==> src/rtl/fetch_stage.sv <==
// Instruction-fetch front end: owns the PC, drives the instruction memory, latches IR and
// computes the next PC (SEQ/BRANCH/JUMP/CALL/RET) with a return-address stack.
// Optional out-of-range fetch check is enabled by defining FETCH_BOUNDS_CHECK_EN.
module fetch_stage #(
    parameter logic [15:0] RESET_PC   = 16'h0000,
    parameter int          RAS_DEPTH  = 4,
    parameter int          IMEM_BYTES = 64
) (
    input  logic        clk,
    input  logic        rst_n,
    input  logic        fetch_req,
    input  logic        pc_update,
    input  logic [2:0]  pc_src,
    input  logic        branch_taken,
    input  logic [15:0] instruction,
    output logic [15:0] pc,
    output logic        enInst,
    output logic [15:0] ir,
    output logic        ir_valid,
    output logic        ras_err,
    output logic        fetch_fault
);

    localparam int PW = $clog2(RAS_DEPTH);
    localparam int CW = PW + 1;

    localparam logic [2:0] SRC_SEQ    = 3'd0;
    localparam logic [2:0] SRC_BRANCH = 3'd1;
    localparam logic [2:0] SRC_JUMP   = 3'd2;
    localparam logic [2:0] SRC_CALL   = 3'd3;
    localparam logic [2:0] SRC_RET    = 3'd4;

    if (RAS_DEPTH < 2 || (RAS_DEPTH & (RAS_DEPTH - 1)) != 0 || IMEM_BYTES < 2) begin : g_param_err
        $error("fetch_stage: illegal RAS_DEPTH or IMEM_BYTES");
    end

    typedef enum logic [1:0] {S_IDLE, S_FETCH, S_WAIT} state_t;

    state_t        state, state_nxt;
    logic [15:0]   ras [RAS_DEPTH];
    logic [CW-1:0] cnt;
    logic          ld_ir, upd, fault_set;
    logic          push, pop, err_set;
    logic [15:0]   pc_seq, pc_jmp, pc_br, pc_nxt;
    logic [PW-1:0] top_idx, push_idx;
    logic          ras_full, ras_empty, oob;

    assign pc_seq    = pc + 16'd2;
    assign pc_jmp    = {pc[15:12], ir[11:0]};
    assign pc_br     = pc + {{11{ir[4]}}, ir[4:0]};
    assign ras_full  = (cnt == CW'(RAS_DEPTH));
    assign ras_empty = (cnt == '0);
    assign push_idx  = PW'(cnt);
    assign top_idx   = PW'(cnt - CW'(1));

`ifdef FETCH_BOUNDS_CHECK_EN
    // 17-bit compare so a PC near 16'hFFFF cannot wrap into range
    assign oob = ({1'b0, pc} + 17'd1) >= 17'(IMEM_BYTES);
`else
    assign oob = 1'b0;
`endif

    always_comb begin
        state_nxt = state;
        enInst    = 1'b0;
        ld_ir     = 1'b0;
        upd       = 1'b0;
        fault_set = 1'b0;
        case (state)
            S_IDLE:  if (fetch_req) state_nxt = S_FETCH;
            S_FETCH: begin
                if (oob) begin
                    fault_set = 1'b1;
                    state_nxt = S_IDLE;
                end else begin
                    enInst    = 1'b1;
                    ld_ir     = 1'b1;
                    state_nxt = S_WAIT;
                end
            end
            S_WAIT: begin
                if (pc_update) begin
                    upd       = 1'b1;
                    state_nxt = fetch_req ? S_FETCH : S_IDLE;
                end
            end
            default: state_nxt = S_IDLE;
        endcase
    end

    always_comb begin
        pc_nxt  = pc_seq;
        push    = 1'b0;
        pop     = 1'b0;
        err_set = 1'b0;
        case (pc_src)
            SRC_BRANCH: pc_nxt = branch_taken ? pc_br : pc_seq;
            SRC_JUMP:   pc_nxt = pc_jmp;
            SRC_CALL: begin
                // a full stack drops the return address but the call still jumps
                pc_nxt  = pc_jmp;
                push    = !ras_full;
                err_set = ras_full;
            end
            SRC_RET: begin
                if (ras_empty) begin
                    err_set = 1'b1;
                end else begin
                    pc_nxt = ras[top_idx];
                    pop    = 1'b1;
                end
            end
            default: pc_nxt = pc_seq;
        endcase
    end

    always_ff @(posedge clk or negedge rst_n) begin
        if (!rst_n) begin
            state    <= S_IDLE;
            pc       <= RESET_PC;
            ir       <= '0;
            ir_valid <= 1'b0;
            cnt      <= '0;
            ras_err  <= 1'b0;
            for (int i = 0; i < RAS_DEPTH; i++) ras[i] <= '0;
        end else begin
            state    <= state_nxt;
            ir_valid <= ld_ir;
            if (ld_ir) ir <= instruction;
            if (upd) begin
                pc <= {pc_nxt[15:1], 1'b0};
                if (push) begin
                    ras[push_idx] <= pc_seq;
                    cnt           <= cnt + CW'(1);
                end
                if (pop) cnt <= cnt - CW'(1);
                if (err_set) ras_err <= 1'b1;
            end
        end
    end

`ifdef FETCH_BOUNDS_CHECK_EN
    always_ff @(posedge clk or negedge rst_n) begin
        if (!rst_n)         fetch_fault <= 1'b0;
        else if (fault_set) fetch_fault <= 1'b1;
    end
`else
    assign fetch_fault = 1'b0;
`endif

endmodule
==> config.mk <==
export PLATFORM = sky130hd
export DESIGN_NAME = fetch_stage
export DESIGN_NICKNAME = d
export VERILOG_FILES = /design/src/rtl/fetch_stage.sv
export SDC_FILE = /design/constraint.sdc
export NUM_CORES = 1
export LEC_CHECK = 0
export CAP_MARGIN = 10
export CORE_ASPECT_RATIO = 0.9
export CORE_MARGIN = 2
export CORE_UTILIZATION = 25
export DETAILED_ROUTE_END_ITERATION = 7
export GPL_TIMING_DRIVEN = 0
export PLACE_DENSITY_LB_ADDON = 0.25
export SETUP_SLACK_MARGIN = 0.1
export SLEW_MARGIN = 0
export SYNTH_ARGS = -nofsm -noshare
export SYNTH_HDL_FRONTEND = slang
export SYNTH_SLANG_ARGS = --single-unit
==> constraint.sdc <==
create_clock -name clk -period 6.33 [get_ports clk]
set_clock_uncertainty 0.15 [all_clocks]
set_input_delay 1.899 -clock clk [delete_from_list [all_inputs] [get_ports clk]]
set_output_delay 1.899 -clock clk [all_outputs]
set_load 0.02 [all_outputs]
==> Yosys cells after proc, flatten, opt, wreduce, memory -nomap -nowiden <==
Cells that the tools add are included.
Widths: inputs -> output; s select.
{ "classes": {"addsub": 4, "order_cmp": 3, "n_eq_ne": 9, "n_mux": 23, "bitwise_logic": 3, "n_reduce_logical": 11} }
{ "op_table": {"columns": ["cell", "count"], "rows": [
  ["$mux 16", 5],
  ["$bwmux 64", 1],
  ["$pmux 16 s3", 1],
  ["$bmux 16 s2", 1],
  ["$demux 16 s2", 1],
  ["$add 16x16->16", 1],
  ["$add 16x2->16 const B", 1],
  ["$reduce_and 2->1", 5],
  ["$mux 1", 8],
  ["$eq 3x2->1 const B", 2],
  ["$eq 3x3->1 const B", 2],
  ["$ge 3x3->1 const B", 2],
  ["$mux 3", 2],
  ["$not 2->3", 2],
  ["$pmux 2 s3", 1],
  ["$mux 2", 2],
  ["$ne 2x2->1 const B", 2],
  ["$add 3x1->3 const B", 1],
  ["$eq 3x1->1 const B", 1],
  ["$logic_not 3->1", 1],
  ["$lt 3x1->1 const B", 1],
  ["$sub 3x1->3 const B", 1],
  ["$eq 2x1->1 const B", 1],
  ["$eq 2x2->1 const B", 1],
  ["7 further kinds", 7]
]} }
{ "totals": {"ff_bits": 102, "input_bits": 24, "out_inout_bits": 36, "elab_cells": 64} }

==> Depth between registers and ports, before layout <==
Gate-level depths: netlist of the first run.
{ "logic_depth": {"depth_word": 7, "depth_mapped": 11} }

==> Least setup slack after synthesis of the first run <==
Ideal clock, no wire load.
{ "synth_path": {"kind": "input port to flip-flop", "start": "input port pc_src[1]", "end": "register pc[14]", "setup_ps": 124, "arrival_ps": 3141, "t_required_ps": 6056, "slack_ps": 2914, "cell_stages": 6, "path_buffers": 1, "cell_sequence": "or4b_1 -> o21ai_2 -> buf_2 -> o21ai_0 -> a22oi_1 -> nand2_1"} }
{ "synth_via": {"elab_chain_cells": 4, "word_cells_on_any_way": 8, "classes_between": "eq/ne (4); mux (1); bitwise (1); reduce/logical (2)"} }
{ "synth_rtl": {"columns": ["item", "line", "text"], "rows": [
  ["start: declaration", "13", "input logic [2:0] pc_src,"],
  ["branches (longest 4 deep; another with $pmux 16 s3)", null, null],
  ["end signal: assignment", "131", "pc <= {pc_nxt[15:1], 1'b0};"],
  ["end: declaration", "16", "output logic [15:0] pc,"]
]} }
Parallel ways; which one is timed is not known.
A chain may end at the register's enable or synchronous reset.

==> Worst setup path after layout of the first run <==
{ "layout_path": {"start": "register state[0]", "end": "output port enInst"} }
{ "layout_via": {"elab_chain_cells": 2} }
{ "layout_rtl": {"columns": ["item", "line", "text"], "rows": [
  ["start: declaration", "39", "state_t state, state_nxt;"],
  ["start signal: assignment", "127", "state <= state_nxt;"],
  ["$eq 2x1->1", null, null],
  ["$mux 1", "69", "case (state)"],
  ["end: declaration", "17", "output logic enInst,"]
]} }
Every way passes these cells.

==> flow_summary.json, run 1 <==
{
  "dieArea_um2": 22500,
  "power.leakage_nw": 2.68,
  "layout.nets": 636,
  "synth_common_cells": "dfrtp_1, nand2_1, o21ai_1",
  "hp-class": "register to register",
  "postSynth.asyncResetShare_pct": 100,
  "cts_root_buffer": "clkbuf_16",
  "dp_hpwl_um": 11500,
  "core_area_um2": 20800,
  "synth_top_cell_area_share_pct": 46.1,
  "wl_um": 15700,
  "status": "finished clean",
  "grt_first_pass_wirelength_um": 25000,
  "cp_slowest_stage_delay_ps": 730,
  "initial_core_util_pct": 25.5,
  "num_io_pins": 60,
  "cts_htree_levels": 3,
  "place_congestion": 0.826,
  "timing.final.ws_setup_ps": 1540,
  "syn_to_final_growth_pct": 23.9,
  "finalSetupViolCount": 0,
  "cp_slowest_cell": "clkdlybuf4s50_1",
  "syn_area_um2": 5320,
  "seq_area_frac_synth_pct": 46.1,
  "portBuffers": 57,
  "synth_area_per_cell_um2": 10.2,
  "grt_pass1_vias": 4459,
  "hold_viol_final": 0,
  "cts_buffer_depth": 2,
  "fin_area_um2": 6590,
  "first_iter_violations": 314,
  "clk_latency_ps": 360,
  "cts.reportedPaths.clkPinSlew_ps": 70,
  "ctsHoldBuffers": 0,
  "synth_ff_type": "dfrtp_1",
  "drv_slew": 0,
  "worstPathArrival_ps": 2740,
  "drcViolationCount": 0,
  "grt_max_degree": 60,
  "viasPerCell": 4.97,
  "slew_headroom_pct": 37.4,
  "postPlaceCellArea_um2": 6280,
  "fmax_mhz": 209,
  "tightest_slew_ps": 936,
  "ir_drop_mv": 0.161,
  "synth.most_common_cell": "dfrtp_1",
  "drive_above_1_share_pct": 11.8,
  "yosysWarnings": 0,
  "p_per_area_nw_per_um2": 484,
  "synth_area_leaders": "dfrtp_1, mux4_2, nand2_1, o21ai_1, ha_1",
  "synth_seq_cells": 98,
  "cp-start-kind": "register",
  "drtAntennaViolNets": 0,
  "row_count": 50,
  "synth_top_cell_by_area": "dfrtp_1",
  "cp.required_ps": 4280,
  "antenna_found_initial": 0,
  "grt_usage_pct": 14.6,
  "synth-edff-count": 0,
  "worstPathCellList": "inv_1 -> nor2_1 -> clkbuf_1 -> clkdlybuf4s50_1",
  "diodes": 0,
  "dpl_worst_slack_ps": 1600,
  "cts_tree": "yes",
  "vias": 4380,
  "crit_fanout": 11,
  "rsz0062_at_grt": "no",
  "die_h_um": 142,
  "dieWidth_um": 158,
  "firstDrtPassIters": 5,
  "cts_resized": 0,
  "cap_viol_max_count": 0,
  "cts.sinks": 98,
  "overflow": 0,
  "postSynthCellCount": 520,
  "cts_buffers": 9,
  "utilization_pct": 31.6,
  "wire_per_inst_um": 17.9,
  "synth.distinct_cells": 68,
  "critical_path_class": "register to output port",
  "fin_crit_sh_pct": 75.6,
  "fin_crit_ps": 4790,
  "post_cts_buffers": 0,
  "end_kind": "output port"
}
[worst paths after layout]
kind | start | endpoint | slack [ps] | cells past startpoint
setup reg to reg | cnt[0]$_DFFE_PN0P_ | pc[8]$_DFFE_PN0P_ | 2490 | 10
hold / removal | state[0]$_DFFE_PN0P_ | state[0]$_DFFE_PN0P_ | 290 | 1
hold reg to reg | state[0]$_DFFE_PN0P_ | state[0]$_DFFE_PN0P_ | 290 | 1
max in group asynchronous | rst_n | ir[3]$_DFFE_PN0P_ | 3970 | 2
setup / recovery | state[0]$_DFFE_PN0P_ | enInst | 1540 | 4
min in group asynchronous | rst_n | ras[58]$_DFFE_PN0P_ | 1390 | 1
[final cells by class]
type,instances,area (um2)
Tap cell,286,358
Clock buffer,9,225
Inverter,14,52.6
Clock inverter,7,88.8
Multi-Input combinational cell,382,2700
Buffer,27,114
Fill cell,2151,14200
Sequential cell,98,2450
Timing Repair Buffer,58,596
[critical path: cells and delay by family, from the launching register on]
| family | cells | cell delay (ps) |
|---|---|---|
| buf+inv | 3 | 1350 |
| flops | 1 | 350 |
| simple gates | 1 | 690 |
[report_power, final]
part,switching (mW),internal (mW)
Sequential,0.200,0.794
Combinational,0.925,0.680
Clock,0.271,0.318
[registers in the layout (all words and copies together) (netlist names)]
register  flops
ir           16
pc           15
cnt           3
ir_valid      1
ras_err       1
ras          60
state         2
[cells by family (layout without fill, tap and decap cells)]
family	Yosys count	count (layout)	share of synthesized area, %
AOI/OAI and AO/OA	152	152	18.0
xor gates and xnor gates	19	19	3.13
muxes	36	36	10.8
DFF	98	98	46.1
and+or+nand+nor	151	151	13.5
adders and majority gates	22	22	5.32
buffers and inverters	41	115	3.13
other	1	2	0.0705
[cells in the final DEF (no fill, tap or decap), types with 10 or more instances in the layout]
master            n
dfrtp_1          98
nand2_1          83
o21ai_1          62
clkdlybuf4s50_1  56
nor2_1           22
a21oi_1          21
ha_1             21
clkbuf_1         20
mux2_2           16
mux4_2           15
inv_1            14
o21ai_0          12
nand3_1          10
xnor2_1          10
[metrics by stage]
| stage | instances | power, mW | hold slack (ps) | TNS (ps) |
|---|---|---|---|---|
| after floorplan | 521 | 2.03 | 259 | 0 |
| after global placement | 864 | 2.57 | 272 | -56990 |
| after detailed placement | 865 | 2.60 | 283 | 0 |
| final | 881 | 3.19 | 292 | 0 |
| after global routing | 881 | 3.41 | 310 | 0 |
| after CTS | 881 | 3.20 | 293 | 0 |
[metal layers]
layer	wire length, um	global-route usage, %
met1	7020	19.0
met3	1160	3.56
met2	7310	23.4
met5	0	0
met4	248	5.60
Note: power is estimated with default switching activity, not from simulation.
==> run 2: changes to the inputs <==
clock period = 4.5 ns   (was 6.33 ns; I/O delays follow)
==> run 2 against run 1 <==
  * Combinational power increased by 41%
  * Count of clock-buffer cells in the layout unchanged
  * Sequential power up 41%
  * Wire length increased by 0.18%
==> flow_summary.json, run 2 (synthesis gave the netlist of run 1 again) <==
{
  "timing.rr.start": "cnt[0]$_DFFE_PN0P_",
  "vias": 4403,
  "critical_path_class": "register to output port",
  "cap_viol_max_count": 0,
  "drv_slew": 0,
  "dieArea_um2": 22500,
  "grt_first_pass_wirelength_um": 25000,
  "power.leakage_nw": 2.68,
  "post_cts_buffers": 0,
  "cts_htree_levels": 3,
  "portBuffers": 57,
  "hp-start": "state[0]$_DFFE_PN0P_",
  "fin_crit_ps": 4010,
  "fmax_mhz": 249,
  "overflow": 0,
  "antenna_found_initial": 0,
  "tightest_slew_ps": 938,
  "first_iter_violations": 314,
  "layout.nets": 636,
  "rsz0062_at_grt": "no",
  "hp-class": "register to register",
  "viasPerCell": 5.00,
  "dp_hpwl_um": 11500,
  "cts_tree": "yes",
  "syn_to_final_growth_pct": 23.9,
  "grt_max_degree": 60,
  "num_io_pins": 60,
  "cts_buffer_depth": 2,
  "drtAntennaViolNets": 0,
  "dp.cells": 865,
  "finalSetupViolCount": 0,
  "drive_above_1_share_pct": 11.9,
  "p_per_area_nw_per_um2": 681,
  "clk_latency_ps": 360,
  "total_power_mw": 4.49,
  "cp.required_ps": 3000,
  "regMostFlops": "ras",
  "core_area_um2": 20800,
  "die_h_um": 142,
  "firstDrtPassIters": 8,
  "final_cell_mix": "dfrtp_1, nand2_1, o21ai_1",
  "holdPathEnd": "state[0]$_DFFE_PN0P_",
  "cts.reportedPaths.clkPinSlew_ps": 70,
  "row_count": 50,
  "slew_headroom_pct": 37.3,
  "wl_um": 15800,
  "wire_per_inst_um": 17.9,
  "largest_register_ffs": 60,
  "place_congestion": 0.826,
  "drcViolationCount": 0,
  "cts.sinks": 98,
  "cts_buffers": 9,
  "final_cells": 881,
  "cts_root_buffer": "clkbuf_16",
  "r2r_slack_ps": 660,
  "fin_crit_sh_pct": 89.1,
  "reg2regPathDepth": 10,
  "worstPathArrival_ps": 2510,
  "diodes": 0,
  "dieWidth_um": 158,
  "hold_viol_final": 0,
  "status": "finished clean",
  "end_kind": "output port",
  "worst_r2r_endpoint": "pc[8]$_DFFE_PN0P_",
  "initial_core_util_pct": 25.5,
  "grt_pass1_vias": 4459,
  "utilization_pct": 31.6,
  "cp-start-kind": "register",
  "ir_drop_mv": 0.226,
  "ctsHoldBuffers": 0,
  "reg.largest.list": "ras: 60 flops, ir: 16 flops, pc: 15 flops",
  "grt_usage_pct": 14.6,
  "min_path_cells": 1,
  "mostFrequentLayoutCell": "dfrtp_1",
  "fin_tns_setup_ps": 0,
  "crit_fanout": 11
}
-- run 2: worst max-delay path: stages, from the launching register on --
cell	delay (ps)
dfrtp_1	360
inv_1	80
nor2_2	450
clkbuf_1	530
clkdlybuf4s50_1	730
-- run 2: layout make-up --
type,count,area (um2)
clock inverter,7,88.8
multi-input combinational,382,2710
timing repair buffer,58,596
clock buffer,9,225
tap,286,358
inverter,14,52.6
buffer,27,114
fill,2152,14200
sequential,98,2450
-- run 2: repair_timing --
action | 4_1_cts | 5_1_grt
resized for setup | 0 | 1
hold endpoints to repair | 0 | 0
endpoints found under the setup margin | 0 | 1
-- run 2: how the worst max path moves through the flow --
| stage | slack (ps) | start | endpoint |
|---|---|---|---|
| 5_1_grt | 290 | state[0]$_DFFE_PN0P_ | enInst |
| 2_1_floorplan | 1500 | cnt[0]$_DFFE_PN0P_ | pc[4]$_DFFE_PN0P_ |
| 3_5_place_dp | 310 | pc_src[2] | ras[41]$_DFFE_PN0P_ |
| 4_1_cts | 120 | state[0]$_DFFE_PN0P_ | enInst |
| 6_report | 490 | state[0]$_DFFE_PN0P_ | enInst |
| 3_3_place_gp | -1870 | rst_n | ir[2]$_DFFE_PN0P_ |
-- run 2: where the power goes --
group          leakage [nW]  switching (mW)  internal, mW
combinational          1.25            1.30         0.957
clock                 0.152           0.384         0.447
sequential             1.27           0.285          1.12
-- run 2: metal layers --
metal | vias to the layer above | GRT usage (%) | wire, um | part of all wire [%]
met2 | 142 | 23.4 | 7340 | 47
met4 | 0 | 5.60 | 248 | 1.6
met3 | 19 | 3.56 | 1130 | 7.2
li1 | 2032 | - | - | -
met5 | - | 0 | 0 | 0
met1 | 2210 | 19.0 | 7050 | 45
-- run 2: stage by stage --
step	setup WS (ps)	hold WS [ps]	cell area, um2
final	491	299	6590
after global placement	-1870	272	6250
after detailed placement	314	283	6280
after CTS	119	293	6590
after global routing	293	310	6590
after floorplan	1500	259	5320
